## src/rtl/r2sdf_stage_ctrl.sv

```systemverilog
// rtl/r2sdf_stage_ctrl.sv - sequencer for one radix-2 single-path delay-feedback FFT stage
// Defining R2SDF_CTRL_FRAMECNT_EN adds the oFrameCnt output-frame counter.
module r2sdf_stage_ctrl #(
   parameter int LOG2_DEPTH = 3,
   parameter int TW_AW      = 4,
   parameter int TW_SHIFT   = 0
) (
   input  logic             iClk,
   input  logic             iRst,
   input  logic             iValid,
   input  logic             iSof,
   input  logic             iFlush,
   output logic             oBufEn,
   output logic             oBfSel,
   output logic             oZeroIn,
   output logic             oTwEn,
   output logic [TW_AW-1:0] oTwAddr,
   output logic             oValid,
   output logic             oSof,
   output logic             oBusy,
   output logic             oErr
`ifdef R2SDF_CTRL_FRAMECNT_EN
   ,
   output logic [15:0]      oFrameCnt
`endif
);

   localparam logic [LOG2_DEPTH:0]   CntOne      = (LOG2_DEPTH+1)'(1);
   localparam logic [LOG2_DEPTH:0]   CntHalf     = {1'b1, {LOG2_DEPTH{1'b0}}};
   localparam logic [LOG2_DEPTH:0]   CntFillLast = {1'b0, {LOG2_DEPTH{1'b1}}};
   localparam logic [LOG2_DEPTH-1:0] FlushOne    = LOG2_DEPTH'(1);
   localparam logic [LOG2_DEPTH-1:0] FlushLast   = {LOG2_DEPTH{1'b1}};

   typedef enum logic [1:0] {IDLE, FILL, RUN, FLUSH} state_t;

   state_t                state, stateNext;
   logic [LOG2_DEPTH:0]   cnt, cntNext;
   logic [LOG2_DEPTH-1:0] flushCnt, flushCntNext;

   logic                  accept, tick, strobe, sofRestart;
   logic [LOG2_DEPTH:0]   idx;
   logic [TW_AW-1:0]      localAddr;

   logic                  bufEnNext, bfSelNext, zeroInNext, twEnNext;
   logic [TW_AW-1:0]      twAddrNext;
   logic                  validNext, sofNext, busyNext, errNext;

   // A sample carrying iSof always occupies index 0 of its frame, even when it restarts one.
   assign accept     = ((state == IDLE) && iValid && iSof)
                    || ((state == FILL) && iValid && !iFlush)
                    || ((state == RUN)  && iValid);
   assign tick       = (state == FLUSH);
   assign strobe     = accept || tick;
   assign sofRestart = accept && iSof && (state != IDLE) && (cnt != '0);
   assign idx        = (accept && iSof) ? '0 : cnt;
   assign localAddr  = TW_AW'(idx[LOG2_DEPTH-1:0]) << TW_SHIFT;

   always_ff @(posedge iClk) begin
      if (iRst) begin
         state    <= IDLE;
         cnt      <= '0;
         flushCnt <= '0;
         oBufEn   <= 1'b0;
         oBfSel   <= 1'b0;
         oZeroIn  <= 1'b0;
         oTwEn    <= 1'b0;
         oTwAddr  <= '0;
         oValid   <= 1'b0;
         oSof     <= 1'b0;
         oBusy    <= 1'b0;
         oErr     <= 1'b0;
      end else begin
         state    <= stateNext;
         cnt      <= cntNext;
         flushCnt <= flushCntNext;
         oBufEn   <= bufEnNext;
         oBfSel   <= bfSelNext;
         oZeroIn  <= zeroInNext;
         oTwEn    <= twEnNext;
         oTwAddr  <= twAddrNext;
         oValid   <= validNext;
         oSof     <= sofNext;
         oBusy    <= busyNext;
         oErr     <= errNext;
      end
   end

   always_comb begin
      stateNext    = state;
      cntNext      = cnt;
      flushCntNext = flushCnt;
      if (strobe) begin
         cntNext = (accept && iSof) ? CntOne : cnt + CntOne;
      end
      case (state)
         IDLE: begin
            if (accept) stateNext = FILL;
         end
         FILL: begin
            // Less than half a frame is stored, so a flush here has nothing to drain.
            if (iFlush) begin
               stateNext = IDLE;
               cntNext   = '0;
            end else if (accept && !sofRestart && (cnt == CntFillLast)) begin
               stateNext = RUN;
            end
         end
         RUN: begin
            if (sofRestart) begin
               stateNext = FILL;
            end else if (iFlush) begin
               stateNext    = FLUSH;
               flushCntNext = '0;
            end
         end
         FLUSH: begin
            flushCntNext = flushCnt + FlushOne;
            if (flushCnt == FlushLast) begin
               stateNext = IDLE;
               cntNext   = '0;
            end
         end
         default: begin
            stateNext = IDLE;
            cntNext   = '0;
         end
      endcase
   end

   always_comb begin
      bufEnNext  = strobe;
      bfSelNext  = oBfSel;
      twEnNext   = oTwEn;
      twAddrNext = oTwAddr;
      if (strobe) begin
         bfSelNext  = idx[LOG2_DEPTH];
         twEnNext   = ~idx[LOG2_DEPTH];
         twAddrNext = idx[LOG2_DEPTH] ? '0 : localAddr;
      end
      zeroInNext = tick;
      validNext  = tick || ((state == RUN) && accept && !sofRestart);
      sofNext    = (state == RUN) && accept && !sofRestart && (cnt == CntHalf);
      errNext    = sofRestart;
      busyNext   = (stateNext != IDLE);
   end

`ifdef R2SDF_CTRL_FRAMECNT_EN
   always_ff @(posedge iClk) begin
      if (iRst) begin
         oFrameCnt <= '0;
      end else if (sofNext) begin
         oFrameCnt <= oFrameCnt + 16'd1;
      end
   end
`endif

endmodule

```

## config.mk

```make
export PLATFORM = sky130hd
export DESIGN_NAME = r2sdf_stage_ctrl
export DESIGN_NICKNAME = d
export VERILOG_FILES = /design/src/rtl/r2sdf_stage_ctrl.sv
export SDC_FILE = /design/constraint.sdc
export NUM_CORES = 1
export LEC_CHECK = 0
export CORE_MARGIN = 5
export CORE_UTILIZATION = 54
export DETAILED_ROUTE_END_ITERATION = 12
export PLACE_DENSITY = 0.91
export REMOVE_ABC_BUFFERS = 1
export SYNTH_ARGS = -nofsm -noshare
export SYNTH_HDL_FRONTEND = slang
export SYNTH_SLANG_ARGS = --single-unit
export TNS_END_PERCENT = 10
```

## constraint.sdc

```tcl
create_clock -name iClk -period 5 [get_ports iClk]
set_clock_uncertainty 0.1 [all_clocks]
set_input_delay 0.5 -clock iClk [delete_from_list [all_inputs] [get_ports iClk]]
set_output_delay 0.5 -clock iClk [all_outputs]
set_load 0.05 [all_outputs]
```

Yosys cells after proc, flatten, opt, wreduce, memory -nomap -nowiden:

Index checks and enable logic that the tools add are counted.

* add/subtract/negate cells: 2
* bitwise operators: 1
* shift-type cells: 0
* equality and inequality tests: 8
* multiplexer cells: 17
* reduce and logical (&&, ||, !) cells: 25
* div/mod/pow operators: 0
* magnitude comparators: 0
* $mul: 0

Operator list (count)
* $mux W4: 5
* $logic_and A1 B1 Y1: 13
* $mux W2: 6
* $mux W3: 3
* $pmux W2 S4: 1
* $pmux W4 S2: 1
* $pmux W3 S2: 1
* $reduce_bool A2 Y1: 3
* $add A4 B1 Y4 const B: 1
* $eq A2 B2 Y1 const B: 2
* $eq A4 B3 Y1 const B: 1
* $eq A4 B4 Y1 const B: 1
* $logic_or A1 B1 Y1: 4
* $ne A2 B2 Y1 const B: 2
* $reduce_bool A4 Y1: 1
* $add A3 B1 Y3 const B: 1
* $eq A3 B3 Y1 const B: 1
* $reduce_and A3 Y1: 1
* $eq A2 B1 Y1 const B: 1
* $logic_not A1 Y1: 2
* $logic_not A2 Y1: 1
* $not A1 Y1: 1

* register bits: 21
* output and inout bits: 12
* word-level logic and storage cells: 65
* bits in writable memories: 0
* ROM bits: 0
* input port bits: 5
* memories: 0
* bits in latches: 0

Depth between registers and ports, before layout:

* depth after elaboration: 15
* gate-level depth with buffers: 6
* mapped depth without buffers: 6

Worst setup path before layout:

No wires, ideal clock.

* kind: register -> register
* from: register cnt[0]
* to: register state[1]
* arrival time: 1579 ps
* library setup time: 132 ps
* path slack: 3189 ps
* cell stages (with the launch flop): 7
* buffers on the path: 0
* path through: dfxtp_1 inv_1 ha_1 nor3b_1 or4b_2 a22oi_1 nor3_1

* word-level cells in the longest chain between the ends: 8
* elaborated cells between the ends (all ways): 10
* those cells by class: 1 x eq/ne; 4 x mux; 5 x reduce/logical

Ends and longest elaborated chain
* start, declared: line 37 `logic [LOG2_DEPTH:0] cnt, cntNext;`
* start signal, assigned: line 74 `cnt <= cntNext;`
* $reduce_bool A4 Y1: line 54 `assign sofRestart = accept && iSof && (state != IDLE) && (cnt != '0);`
* $logic_and A1 B1 Y1: line 54
* $logic_not A1 Y1: line 104 `end else if (accept && !sofRestart && (cnt == CntFillLast)) begin`
* $logic_and A1 B1 Y1 (2 in series): line 104
* $mux W2: line 104
* $mux W2: line 101 `if (iFlush) begin`
* $pmux W2 S4 *: line 95 `case (state)`
* end signal, assigned: line 73 `state <= stateNext;`
* end, declared: line 36 `state_t state, stateNext;`

Every way passes the cells marked *; elsewhere a longest branch is shown, timed or not.
A chain may end at the register's enable or synchronous reset.

Worst setup path after layout:

* from: register oBfSel
* to: output oBfSel

RTL lines
* start, declared: line 14 `output logic oBfSel,`
* start signal, assigned: line 77 `oBfSel <= bfSelNext;`

No word-level cell between the ends.

==> results.yml <==
worst_setup_path:
  setup.worst_path.class: "register to primary output"
  cp.required_ns: 4.40
  worst_ep_arrival_time_ns: 1.45
  end_kind: "primary output"
  rrSetupSlack_ns: 3.00
  cpLargestDelayFamily: "buffers and inverters"
  cpMaxStageDelayCell: "clkdlybuf4s50_1"
  startpoint: "oBfSel"
  worst_r2r_endpoint: "state[1]"
  worst-path-stages: 1
  critPathMaxFanout: 2
  max_stage_delay_ns: 0.81
  reg2regPathDepth: 6
  crit_buf_inv: 1
  r2r_start: "cnt[0]"
  endpoint: "oBfSel"
  crit_chain: "clkdlybuf4s50_1"
  startpoint_type: "register"
logic_synthesis:
  synth-simple-area-share_pct: 23.2
  yosys_warnings: 0
  netlist_top_cells_area: "dfxtp_1 41%, ha_1 5.1%, a311oi_1 3.6%, a21oi_1 3.1%, nand3_1 3.1%"
  yosysTopAreaCellShare_pct: 41.0
  synth_xor_area_share_pct: 0
  yosysMostFrequentCell: "dfxtp_1"
  synth_top_family_by_area: "compound AO/OA/AOI/OAI gates"
  synth_cells: 109
  yosysTopAreaCell: "dfxtp_1"
  syn_avg_cell_area_um2: 8.95
  synth_area_um2: 976
  synth-edff-count: 0
  ys_seq_area_share_pct: 41.0
  synth_fa_ha_area_share_pct: 5.13
  synth_cell_types: 39
  ys.flop_type: "dfxtp_1"
  synth-compound-area-share_pct: 23.3
  ys_seq_elements: 20
  synthMuxAreaShare_pct: 2.05
  async_flop_share_pct: 0
  synth_common_cells: "20 x dfxtp_1, 8 x nand2_1, 7 x nor2_1, 6 x a21oi_1, 6 x nand3_1"
timing:
  finalSetupViolations: 0
  rsz0062_at_grt: "no"
  max_slew_margin_pct: 56.8
  period_needed_ns: 2.05
  tightestPinTransition_ns: 0.647
  hold_viol: 0
  post-route-period-util_pct: 41.1
  fin_ws_ns: 2.95
  drv_slew: 0
  tns_ns: 0
  max_freq_ghz: 0.487
cells_and_area:
  nets: 131
  drive_above_1_share_pct: 8.26
  final_core_util_pct: 67.2
  diodes: 0
  syn_to_final_growth_pct: 19.0
  fin_cells: 146
global_routing:
  grt_pass1_vias: 737
  antenna_found_initial: 0
  grt_usage_pct: 16.2
  grt_pass1_wl_mm: 3.28
  grt_max_degree: 21
  grt-ovfl-total: 0
routing:
  detail_route.wl_per_cell_um: 13.4
  wl_mm: 1.96
  drt_first_pass_iters: 5
  drc: 0
  drtAntennaViolNets: 0
  vias: 855
  drtIter0Drc: 33
  vias_per_cell: 5.86
clock_tree:
  hold_buffers: 0
  cts_resized: 0
  cts_buffers: 3
  cts.sinks: 20
  ctsHtreeMaxLevel: 1
  clkTransAtPathRegs_ns: 0.11
  clock-root-buffer: "clkbuf_4"
  cts_tree: "yes"
  cts_buffer_depth: 2
  insertion_delay_ns: 0.30
  cts_setup_buffers: 0
power:
  swShare_pct: 26.5
  clkPwrFrac_pct: 30.4
  p_switching_uw: 80.6
  internal_power_uw: 224
  p_seq_share_pct: 55.0
  total_leakage_power_nw: 0.396
  vdd_drop_max_uv: 172
  combPwrFrac_pct: 14.6
  power.density_nw_per_um2: 262
placement:
  dp_hpwl_mm: 1.34
  dp_slack_ns: 2.70
  place.gp.congestion: 0.881
  io_buffers: 15
  placedCellCount: 142
run_status:
  status: "finished clean"
floorplan:
  start_util_pct: 56.5
  die_y_um: 52.5
  die_w_um: 52.5
  core_um2: 1730
  rows: 15
  die_area_um2: 2760
  io-pin-count: 17
min_path:
  hold_path_class: "register to register"
flow_run:
  maxCapViolations: 0
[per-layer routing]
metal	GRT usage (%)	share of wire [%]	up-vias
met5	0	0	-
met4	8.94	2.8	0
met3	3.13	6.9	8
met2	24.6	45	40
met1	21.2	45	381
li1	-	-	426
[power groups by stage]
stage / clock [mW] / sequential (mW) / combinational, mW
2_1_floorplan: 0 / 0.177 / 0.0220
3_3_place_gp: 0 / 0.171 / 0.0429
3_5_place_dp: 0 / 0.171 / 0.0436
4_1_cts: 0.0946 / 0.167 / 0.0440
5_1_grt: 0.103 / 0.168 / 0.0475
6_report: 0.0924 / 0.167 / 0.0443
[kinds of logic (layout without fill, tap and decap cells)]
group                      after synthesis  after routing
AOI/OAI and AO/OA                       29             29
adders and majority gates                4              4
buffers and inverters                   11             23
DFF                                     20             20
muxes                                    2              2
other                                    1              1
and+or+nand+nor                         42             42
[sequential cells by signal, indices dropped and copies added (netlist names)]
register / count
oValid: 1
oBusy: 1
oTwAddr: 3
oErr: 1
oSof: 1
oTwEn: 1
state: 2
oBfSel: 1
flushCnt: 3
oZeroIn: 1
cnt: 4
oBufEn: 1
[how the worst min path moves through the flow]
stage | endpoint | cells past startpoint | from | slack [ns]
after floorplan | flushCnt[0] | 1 | flushCnt[0] | 0.35
after global placement | oTwAddr[2] | 2 | oTwAddr[2] | 0.34
after detailed placement | oTwAddr[2] | 2 | oTwAddr[2] | 0.35
after CTS | oTwAddr[1] | 2 | oTwAddr[1] | 0.37
after global routing | oTwAddr[0] | 2 | oTwAddr[0] | 0.40
final | oTwAddr[1] | 2 | oTwAddr[1] | 0.36
[stage by stage]
stage | total power [mW] | hold slack, ns | instance area (um^2)
after floorplan | 0.199 | 0.349 | 943
after global placement | 0.214 | 0.343 | 1120
after detailed placement | 0.215 | 0.349 | 1120
after CTS | 0.306 | 0.366 | 1160
after global routing | 0.319 | 0.395 | 1160
final | 0.304 | 0.364 | 1160
[cell usage in the layout, fill, tap and decap left out, types with 3 or more instances in the layout]
cell,synthesis,layout
or3_1,3,3
clkdlybuf4s50_1,0,15
a311oi_1,4,4
clkbuf_4,0,3
inv_1,3,3
a31oi_1,4,4
nand3_1,6,6
nor2_1,7,7
nand2_1,8,8
nor3_1,4,4
a21oi_1,6,6
dfxtp_1,20,20
ha_1,4,4
[area by class of cell]
type / count / area, um^2
Sequential cell: 20 / 400
Fill cell: 131 / 566
Timing Repair Buffer: 15 / 150
Tap cell: 25 / 31.3
Inverter: 4 / 15.0
Clock buffer: 4 / 36.3
Multi-Input combinational cell: 78 / 528
No activity file was read; power rests on OpenSTA's default activity.
